`config.mk`:
```
export PLATFORM = sky130hd
export DESIGN_NAME = player_mover_flat
export DESIGN_NICKNAME = d
export VERILOG_FILES = /design/src/rtl/player_mover_if.sv /design/src/rtl/player_mover.sv /design/src/flat_wrapper.sv
export SDC_FILE = /design/constraint.sdc
export NUM_CORES = 1
export LEC_CHECK = 0
export ABC_AREA = 1
export BUFFER_PORTS_ARGS = -buffer_cell sky130_fd_sc_hd__buf_2
export CELL_PAD_IN_SITES_DETAIL_PLACEMENT = 1
export CELL_PAD_IN_SITES_GLOBAL_PLACEMENT = 1
export CORE_MARGIN = 8
export CORE_UTILIZATION = 38
export DETAILED_ROUTE_END_ITERATION = 10
export GPL_TIMING_DRIVEN = 0
export PLACE_DENSITY = 0.83
export SLEW_MARGIN = 20
export SYNTH_ARGS = -nofsm -noshare
export SYNTH_HDL_FRONTEND = slang
export SYNTH_SLANG_ARGS = --single-unit
```
`constraint.sdc`:
```
create_clock -name clk -period 1.7 [get_ports clk]
set_input_delay 0.085 -clock clk [delete_from_list [all_inputs] [get_ports clk]]
set_output_delay 0.085 -clock clk [all_outputs]
set_load 0.01 [all_outputs]
```
`src/rtl/player_mover_if.sv`:
```
// ----------------------------------------------------------------------------
// player_mover_if
//   Groups the signals exchanged between the player mover and its
//   surroundings.
//   Inputs to the mover:
//     - the four raw buttons
//     - win / game_over fed back from the collision checker
//     - the VGA timing counters xCount / yCount
//   Outputs from the mover:
//     - the per-pixel player flag
//     - the registered position player_x / player_y
//     - the frozen status
//   The master drives the mover's inputs (timing, collision checker, buttons).
//   The slave side is the mover itself.
// ----------------------------------------------------------------------------
interface player_mover_if;
   logic       btn_up;
   logic       btn_down;
   logic       btn_left;
   logic       btn_right;
   logic       win;
   logic       game_over;
   logic [9:0] xCount;
   logic [9:0] yCount;
   logic       player;
   logic [9:0] player_x;
   logic [9:0] player_y;
   logic       frozen;

   modport master (
      output btn_up, btn_down, btn_left, btn_right, win, game_over, xCount, yCount,
      input  player, player_x, player_y, frozen
   );

   modport slave (
      input  btn_up, btn_down, btn_left, btn_right, win, game_over, xCount, yCount,
      output player, player_x, player_y, frozen
   );
endinterface

```
`src/rtl/player_mover.sv`:
```
// ----------------------------------------------------------------------------
// player_mover
//   Owns the player's top-left position.
//   Moves are paced by a tick divider and are committed only during vertical
//   blanking, so a frame never shows a half-moved square.
//   Freezes permanently (until reset) once win or game_over is seen.
// Ports
//   clk  : system clock
//   rst  : synchronous, active-low reset
//   bus  : player_mover_if.slave
//          inputs : buttons, win, game_over, xCount, yCount
//          outputs: player, player_x, player_y, frozen
// ----------------------------------------------------------------------------
module player_mover #(
   parameter int H_ACTIVE = 640,
   parameter int V_ACTIVE = 480,
   parameter int SIZE     = 10,
   parameter int STEP     = 2,
   parameter int START_X  = 20,
   parameter int START_Y  = 20,
   parameter int TICK_DIV = 250000
) (
   input  logic           clk,
   input  logic           rst,
   player_mover_if.slave  bus
);

   localparam int              CNT_W     = (TICK_DIV > 1) ? $clog2(TICK_DIV) : 1;
   localparam logic [CNT_W-1:0] TICK_LAST = CNT_W'(TICK_DIV - 1);
   localparam logic [10:0]     STEP_W    = 11'(STEP);
   localparam logic [10:0]     SIZE_W    = 11'(SIZE);
   localparam logic [10:0]     X_MAX     = 11'(H_ACTIVE - SIZE);
   localparam logic [10:0]     Y_MAX     = 11'(V_ACTIVE - SIZE);
   localparam logic [9:0]      V_ACT_W   = 10'(V_ACTIVE);

   typedef enum logic [1:0] {
      ST_IDLE    = 2'd0,
      ST_PENDING = 2'd1,
      ST_FROZEN  = 2'd2
   } state_t;

   // One axis step: dec/inc held together cancel; the sum is formed in 11 bits
   // and clamped to [0, max_pos] so the position can never wrap.
   function automatic logic [9:0] move_axis(input logic [9:0]  pos,
                                            input logic        dec,
                                            input logic        inc,
                                            input logic [10:0] max_pos);
      logic [10:0] p;
      logic [10:0] sum;
      logic [9:0]  r;
      p   = {1'b0, pos};
      sum = p + STEP_W;
      if (dec && !inc) begin
         if (p < STEP_W) begin
            r = 10'd0;
         end else begin
            r = 10'(p - STEP_W);
         end
      end else if (inc && !dec) begin
         if (sum > max_pos) begin
            r = 10'(max_pos);
         end else begin
            r = 10'(sum);
         end
      end else begin
         r = pos;
      end
      return r;
   endfunction

   state_t           state_q, state_d;
   logic [CNT_W-1:0] tick_cnt_q, tick_cnt_d;
   logic [3:0]       btn_meta_q, btn_meta_d;   // {up, down, left, right}
   logic [3:0]       btn_sync_q, btn_sync_d;
   logic [9:0]       player_x_q, player_x_d;
   logic [9:0]       player_y_q, player_y_d;
   logic             frozen_q, frozen_d;

   logic             tick_s;
   logic             freeze_s;
   logic             blank_s;
   logic             commit_s;

   assign tick_s   = (tick_cnt_q == TICK_LAST);
   assign freeze_s = bus.win | bus.game_over;
   assign blank_s  = (bus.yCount >= V_ACT_W);

   // Two-flop synchronizers for the raw buttons.
   always_comb begin
      btn_meta_d = {bus.btn_up, bus.btn_down, bus.btn_left, bus.btn_right};
      btn_sync_d = btn_meta_q;
   end

   // Tick divider: free-running wrap counter, held while frozen.
   always_comb begin
      tick_cnt_d = tick_cnt_q;
      if (state_q == ST_FROZEN) begin
         tick_cnt_d = tick_cnt_q;
      end else if (tick_s) begin
         tick_cnt_d = '0;
      end else begin
         tick_cnt_d = tick_cnt_q + 1'b1;
      end
   end

   // FSM next state; freeze wins over both tick and commit.
   always_comb begin
      state_d  = state_q;
      commit_s = 1'b0;
      case (state_q)
         ST_IDLE: begin
            if (freeze_s) begin
               state_d = ST_FROZEN;
            end else if (tick_s && (btn_sync_q != 4'b0000)) begin
               state_d = ST_PENDING;
            end else begin
               state_d = ST_IDLE;
            end
         end
         ST_PENDING: begin
            // Ticks are ignored here: at most one move per blanking interval.
            if (freeze_s) begin
               state_d = ST_FROZEN;
            end else if (blank_s) begin
               state_d  = ST_IDLE;
               commit_s = 1'b1;
            end else begin
               state_d = ST_PENDING;
            end
         end
         ST_FROZEN: begin
            state_d = ST_FROZEN;
         end
         default: begin
            state_d = ST_IDLE;
         end
      endcase
   end

   // Position update: direction comes from the buttons at the commit cycle.
   always_comb begin
      player_x_d = player_x_q;
      player_y_d = player_y_q;
      if (commit_s) begin
         player_y_d = move_axis(player_y_q, btn_sync_q[3], btn_sync_q[2], Y_MAX);
         player_x_d = move_axis(player_x_q, btn_sync_q[1], btn_sync_q[0], X_MAX);
      end else begin
         player_x_d = player_x_q;
         player_y_d = player_y_q;
      end
   end

   // Sticky freeze flag, one cycle behind win|game_over.
   always_comb begin
      frozen_d = frozen_q | freeze_s;
   end

   // State registers with synchronous active-low reset.
   always_ff @(posedge clk) begin
      if (!rst) begin
         state_q    <= ST_IDLE;
         tick_cnt_q <= '0;
         btn_meta_q <= 4'b0000;
         btn_sync_q <= 4'b0000;
         player_x_q <= 10'(START_X);
         player_y_q <= 10'(START_Y);
         frozen_q   <= 1'b0;
      end else begin
         state_q    <= state_d;
         tick_cnt_q <= tick_cnt_d;
         btn_meta_q <= btn_meta_d;
         btn_sync_q <= btn_sync_d;
         player_x_q <= player_x_d;
         player_y_q <= player_y_d;
         frozen_q   <= frozen_d;
      end
   end

   // Pixel flag is combinational from the registers so it stays aligned with
   // the rest of the pixel pipeline; 11-bit compares avoid overflow at the edge.
   assign bus.player = ({1'b0, bus.xCount} >= {1'b0, player_x_q}) &&
                       ({1'b0, bus.xCount} <  ({1'b0, player_x_q} + SIZE_W)) &&
                       ({1'b0, bus.yCount} >= {1'b0, player_y_q}) &&
                       ({1'b0, bus.yCount} <  ({1'b0, player_y_q} + SIZE_W));

   assign bus.player_x = player_x_q;
   assign bus.player_y = player_y_q;
   assign bus.frozen   = frozen_q;

endmodule

```
`src/flat_wrapper.sv`:
```
// flat-port wrapper written by rule: the top's interface ports become plain ports
module player_mover_flat 
#(
   parameter int H_ACTIVE = 640,
   parameter int V_ACTIVE = 480,
   parameter int SIZE     = 10,
   parameter int STEP     = 2,
   parameter int START_X  = 20,
   parameter int START_Y  = 20,
   parameter int TICK_DIV = 250000
)
  (clk, rst, bus_btn_up, bus_btn_down, bus_btn_left, bus_btn_right, bus_win, bus_game_over, bus_xCount, bus_yCount, bus_player, bus_player_x, bus_player_y, bus_frozen);
  player_mover_if bus_i ();
  input  logic clk;
  input  logic rst;
  input wire logic [$bits(bus_i.btn_up)-1:0] bus_btn_up;
  input wire logic [$bits(bus_i.btn_down)-1:0] bus_btn_down;
  input wire logic [$bits(bus_i.btn_left)-1:0] bus_btn_left;
  input wire logic [$bits(bus_i.btn_right)-1:0] bus_btn_right;
  input wire logic [$bits(bus_i.win)-1:0] bus_win;
  input wire logic [$bits(bus_i.game_over)-1:0] bus_game_over;
  input wire logic [$bits(bus_i.xCount)-1:0] bus_xCount;
  input wire logic [$bits(bus_i.yCount)-1:0] bus_yCount;
  output wire logic [$bits(bus_i.player)-1:0] bus_player;
  output wire logic [$bits(bus_i.player_x)-1:0] bus_player_x;
  output wire logic [$bits(bus_i.player_y)-1:0] bus_player_y;
  output wire logic [$bits(bus_i.frozen)-1:0] bus_frozen;
  assign bus_i.btn_up = bus_btn_up;
  assign bus_i.btn_down = bus_btn_down;
  assign bus_i.btn_left = bus_btn_left;
  assign bus_i.btn_right = bus_btn_right;
  assign bus_i.win = bus_win;
  assign bus_i.game_over = bus_game_over;
  assign bus_i.xCount = bus_xCount;
  assign bus_i.yCount = bus_yCount;
  assign bus_player = bus_i.player;
  assign bus_player_x = bus_i.player_x;
  assign bus_player_y = bus_i.player_y;
  assign bus_frozen = bus_i.frozen;
  player_mover #(.H_ACTIVE(H_ACTIVE), .V_ACTIVE(V_ACTIVE), .SIZE(SIZE), .STEP(STEP), .START_X(START_X), .START_Y(START_Y), .TICK_DIV(TICK_DIV)) u_core (.clk(clk), .rst(rst), .bus(bus_i));
endmodule
```
; Yosys cells after proc, flatten, opt, wreduce, memory -nomap -nowiden
; Index checks and enable logic that the tools add are counted.
[word_totals]
regBits = 49
latch_bits = 0
mem_bits_rw = 0
rom_bits = 0
in_bits = 28
memories = 0
[classes]
add_sub_neg = 7
n_mul = 0
div = 0
n_lt_le_gt_ge = 9
eq_ne = 3
shifts = 0
muxes = 17
bitwise_logic = 2
n_reduce_logical = 18
[ops]
columns = op, count
row1 = 10-bit two-way mux, 8
row2 = 10-bit by 2-bit adder with 11-bit output (second input constant), 2
row3 = 10-bit by 4-bit adder with 11-bit output (second input constant), 2
row4 = 10-bit by 11-bit < comparator with 1-bit output, 2
row5 = 10-bit >= comparator, 2
row6 = 10-bit by 2-bit < comparator with 1-bit output (second input constant), 2
row7 = 10-bit by 2-bit subtractor with 10-bit output (second input constant), 2
row8 = 18-bit by 1-bit adder with 18-bit output (second input constant), 1
row9 = 18-bit equality test (second input constant), 1
row10 = 18-bit two-way mux, 1
row11 = 11-bit by 10-bit greater-than comparator with 1-bit output (second input constant), 1
row12 = 11-bit by 9-bit greater-than comparator with 1-bit output (second input constant), 1
row13 = 10-bit by 9-bit >= comparator with 1-bit output (second input constant), 1
row14 = 1-bit logical AND, 8
row15 = 2-bit case mux with 3 select lines, 1
row16 = 1-bit two-way mux, 5
row17 = 1-bit logical NOT, 4
row18 = 2-bit two-way mux, 2
row19 = 2-bit AND reduction, 2
row20 = 2-bit nonzero test, 2
row21 = 4-bit nonzero test, 1
row22 = 2-bit by 1-bit equality test with 1-bit output (second input constant), 1
row23 = 2-bit equality test (second input constant), 1
row24 = 2-bit logical NOT, 1
row25 = 1-bit OR, 2

; Logic depth before layout (Yosys ltp)
[logic_depth]
ltp_word = 5
ltp_mapped = 14
depth_no_buf = 14

; Worst setup path after synthesis
; No wires, ideal clock.
[synth_path]
path_kind = reg-to-output
from = register u_core.player_x_q[1], in the netlist u_core.bus.player_x[1]
to = output port bus_player
t_arrival_ps = 1951
required_time_ps = 1615
slack_ps = -336
stages_incl_launch_ff = 14
n_path_buf = 1
path_cell_list = dfxtp_1 buf_2 nand2_1 nand2_1 nand2_1 nor2_1 xor2_1 ha_1 a21oi_1 o21a_1 nor2_1 nor2_1 nand2_1 nor2_1
[synth_via]
elab_chain_len = 5
[synth_rtl]
columns = item, line_no
row1 = "start, declared", player_mover.sv:75  ; logic [9:0] player_x_q, player_x_d;
row2 = "start signal, assigned", player_mover.sv:165  ; player_x_q <= 10'(START_X);
row3 = "start signal, assigned", player_mover.sv:173  ; player_x_q <= player_x_d;
row4 = 10-bit by 4-bit adder with 11-bit output, player_mover.sv:182  ; ({1'b0, bus.xCount} < ({1'b0, player_x_q} + SIZE_W)) &&
row5 = 10-bit by 11-bit < comparator with 1-bit output, player_mover.sv:182
row6 = 1-bit logical AND *, player_mover.sv:181  ; assign bus.player = ({1'b0, bus.xCount} >= {1'b0, player_x_q}) &&
row7 = 1-bit logical AND *, player_mover.sv:182
row8 = 1-bit logical AND *, player_mover.sv:183  ; ({1'b0, bus.yCount} >= {1'b0, player_y_q}) &&
row9 = "end, declared", flat_wrapper.sv:24  ; output wire logic [$bits(bus_i.player)-1:0] bus_player;
; Every way passes the cells marked *; elsewhere a longest branch is shown, timed or not.

; Worst setup path after layout
[layout_path]
from = register u_core.player_y_q[1], in the netlist u_core.bus.player_y[1]
to = output port bus_player
[layout_via]
elab_chain_len = 3
[layout_rtl]
columns = item, line_no
row1 = "start, declared", player_mover.sv:76  ; logic [9:0] player_y_q, player_y_d;
row2 = "start signal, assigned", player_mover.sv:166  ; player_y_q <= 10'(START_Y);
row3 = "start signal, assigned", player_mover.sv:174  ; player_y_q <= player_y_d;
row4 = 10-bit by 4-bit adder with 11-bit output / 10-bit >= comparator (equally long branches), "player_mover.sv:184, player_mover.sv:183"
row5 = 10-bit by 11-bit < comparator with 1-bit output / 1-bit logical AND (equally long branches), "player_mover.sv:184, player_mover.sv:182"
row6 = 1-bit logical AND *, player_mover.sv:183
; Marked as above.

==> flow_metrics.py <==
metrics = {
    "worst_setup_path": {
        "cp-start-kind": "flop",
        "crit_start": "u_core.bus.player_y[1]",
        "path_delay_family": "adder cells",
        "worstSetupEndpointType": "output pin",
        "slowest_delay_ns": 0.41,
        "rr_worst_depth": 13,
        "critPathKind": "flop to output pin",
        "cp_cell_sequence": "buf_6 > buf_6 > clkinvlp_4 > ha_4 > inv_2 > ha_1 > a21oi_1 > o21ai_0 > nand2_1 > nand3b_1 > nor2_2 > buf_2",
        "worst-path-buf-inv": 5,
        "critPathArrivalTime_ns": 2.33,
        "worst_r2r_endpoint": "u_core.bus.player_x[5]",
        "cpMaxStageDelayCell": "dfxtp_4",
        "cp-endpoint": "bus_player",
        "path_depth": 12,
        "crit_required_ns": 1.62,
        "crit_fanout": 4,
        "critical_path.most_common_cell": "buf_6",
        "rrSetupSlack_ns": -0.35,
        "worstReg2RegStart": "u_core.bus.player_x[1]",
    },
    "sta": {
        "holdWs_ns": 0.03097,
        "min_period_over_period": 1.420,
        "clock_skew_ns": 0.01739,
        "setup_viol": 18,
        "drv_slew": 0,
        "hold_viol": 0,
        "relSlewSlack": 0.6040,
        "fin_crit_ns": 2.413,
        "fin_ws_ns": -0.7133,
        "rsz0062_at_grt": "yes",
        "fmax_mhz": 414.4,
        "tightest_slew_ns": 0.5941,
    },
    "clocking": {
        "clk_latency_ns": 0.32,
        "clock_sinks": 47,
        "clk_path_buf_depth": 2,
        "cts_buffers": 5,
        "root_buffer": "clkbuf_8",
        "cts.reportedPaths.clkPinSlew_ns": 0.09,
        "htreeDepth": 2,
        "cts_tree": "yes",
    },
    "die": {
        "rows": 37,
        "ios": 50,
        "die_height_um": 119.5,
        "core_area_um2": 10370,
        "start_util": 0.3925,
        "dieArea_um2": 14280,
        "dieWidth_um": 119.5,
    },
    "power": {
        "pwr-share-clk": 0.340,
        "peakVddDrop_v": 0.0004928,
        "p_comb_frac": 0.132,
        "p_int_mw": 1.556,
        "power.density_nw_per_um2": 394.7,
        "swShare": 0.2674,
        "switching_power_uw": 568.0,
        "leakagePower_nw": 2.403,
        "pwr-share-seq": 0.528,
    },
    "synth": {
        "synth_ff_type": "dfxtp_1",
        "ys_top_cells_by_count": "nand2_1 (142), nor2_1 (77), inv_1 (68)",
        "ys_warn_count": 0,
        "synth-seq-cells": 47,
        "syn-cell-area_um2": 4070,
        "ys_seq_area_frac": 0.2312,
        "syn-instance-count": 616,
        "syn_avg_cell_area_um2": 6.607,
        "synth_edf_count": 0,
        "synth_top_area_share": 0.2312,
        "yosys-top-cells-area": "dfxtp_1 (23%), ha_1 (14%), nand2_1 (13%)",
        "ys_async_sr_fraction": 0,
        "synth_top_cell_by_area": "dfxtp_1",
        "synth_most_common_cell": "nand2_1",
        "yosysUniqueCellTypes": 36,
    },
    "place": {
        "dp.cells": 798,
        "place_ws_ns": -0.4958,
        "hpwl_um": 9824,
        "gp_congestion": 0.8754,
        "post_dp_cell_area_um2": 4571,
        "io_buffers": 45,
    },
    "global_route": {
        "grt-ovfl-total": 0,
        "track_usage": 0.1867,
        "grt_pass1_vias": 4728,
        "antenna_found_initial": 0,
        "grt_max_degree": 15,
        "grt_pass1_wl_um": 22420,
    },
    "detailed_routing": {
        "via_per_inst": 5.342,
        "dr.first_iter.drc_count": 193,
        "ant_nets": 0,
        "drt-total-wl_um": 14790,
        "firstDrtPassIters": 4,
        "wl_per_cell_um": 17.52,
        "vias": 4509,
        "drc_errors": 0,
    },
    "cells_and_area": {
        "finalInstanceArea_um2": 5381,
        "nNetsFinal": 782,
        "stdcell_count": 844,
        "antenna_cells": 0,
        "area_growth_pct": 32.22,
        "drive_gt1_frac": 0.3136,
    },
    "flow_run": {
        "maxCapViolCount": 0,
    },
    "outcome": {
        "violations": "negative setup slack",
        "outcome": "complete, but fails checks",
    },
    "hold_path": {
        "hold_path.class": "input port to flop",
    },
}
## worst register-to-register path, delay by kind of cell (launching register included)
kind                   cells  cell delay [ns]
and+or+nand+nor            6             0.80
AOI/OAI and AO/OA          2             0.23
buffers and inverters      5             0.55
DFF                        1             0.38
## stage by stage
stage | util | power, mW | setup TNS (ns)
2_1_floorplan | - | 1.297 | -0.1048
6_report | 0.5189 | 2.124 | -3.204
3_3_place_gp | 0.4408 | 1.376 | -3.402
3_5_place_dp | 0.4408 | 1.397 | -4.258
5_1_grt | 0.5189 | 2.230 | -5.080
4_1_cts | 0.4873 | 2.136 | -0.8958
## repair_timing
action	in CTS	in global routing
endpoints found under the hold margin	4	0
resized for setup	62	55
gates cloned	0	0
buffers inserted	20	15
setup endpoints to repair	27	30
hold buffers	4	0
pin swaps	19	28
## power by group through the flow
stage               Clock [mW]  Combinational (mW)  Sequential (mW)
finish                   0.722               0.280             1.12
global placement             0               0.228             1.15
CTS                      0.754               0.259             1.12
detailed placement           0               0.247             1.15
floorplan                    0               0.149             1.15
global route             0.788               0.317             1.12
## per-layer routing
metal | GRT usage | vias up | wire length, um
met5 | 0 | - | 0
met4 | 0.06323 | 0 | 359
met3 | 0.03000 | 29 | 545
met2 | 0.3413 | 99 | 7734
met1 | 0.2157 | 2202 | 6149
li1 | - | 2179 | -
## kinds of logic (layout without fill, tap and decap cells)
family / count (synthesis) / count (layout) / share of synthesized area
and+or+nand+nor: 316 / 316 / 0.3520
adders and majority gates: 47 / 47 / 0.1445
AOI/OAI and AO/OA: 82 / 82 / 0.1101
xor gates and xnor gates: 32 / 32 / 0.06886
DFF: 47 / 47 / 0.2312
other: 1 / 2 / 0.0009213
buffers and inverters: 91 / 182 / 0.09253
## layout by cell type (no fill, tap or decap), drive strengths merged, types with 9 or more instances in the layout
cell type  instances
nand2            146
buf               93
nor2              88
inv               73
ha                47
dfxtp             47
nand3             42
a21oi             40
xor2              29
o21ai             27
nor3              19
nand4             13
clkbuf             9
## flip-flops by register name, indices dropped and copies added, names as in the netlist
register,count
u_core.tick_cnt_q,18
u_core.bus.player_y,9
u_core.btn_sync_q,4
u_core.state_q,2
u_core.bus.frozen,1
u_core.bus.player_x,9
u_core.btn_meta_q,4
## worst min path at each step
stage / from / end / depth (start not counted)
2_1_floorplan: bus_btn_right / u_core.btn_meta_q[0] / 2
3_3_place_gp: bus_btn_right / u_core.btn_meta_q[0] / 3
3_5_place_dp: bus_btn_right / u_core.btn_meta_q[0] / 3
4_1_cts: bus_win / u_core.bus.frozen / 3
5_1_grt: bus_win / u_core.bus.frozen / 3
6_report: bus_win / u_core.bus.frozen / 3
## area by class of cell
type / instances / area (um^2)
Sequential cell: 47 / 980.9
Inverter: 75 / 311.5
Clock buffer: 7 / 86.33
Multi-Input combinational cell: 479 / 3139
Timing Repair Buffer: 84 / 566.8
Clock inverter: 1 / 5.005
Buffer: 15 / 121.4
Fill cell: 1320 / 4989
Tap cell: 136 / 170.2
Note: power is estimated with default switching activity, not from simulation.
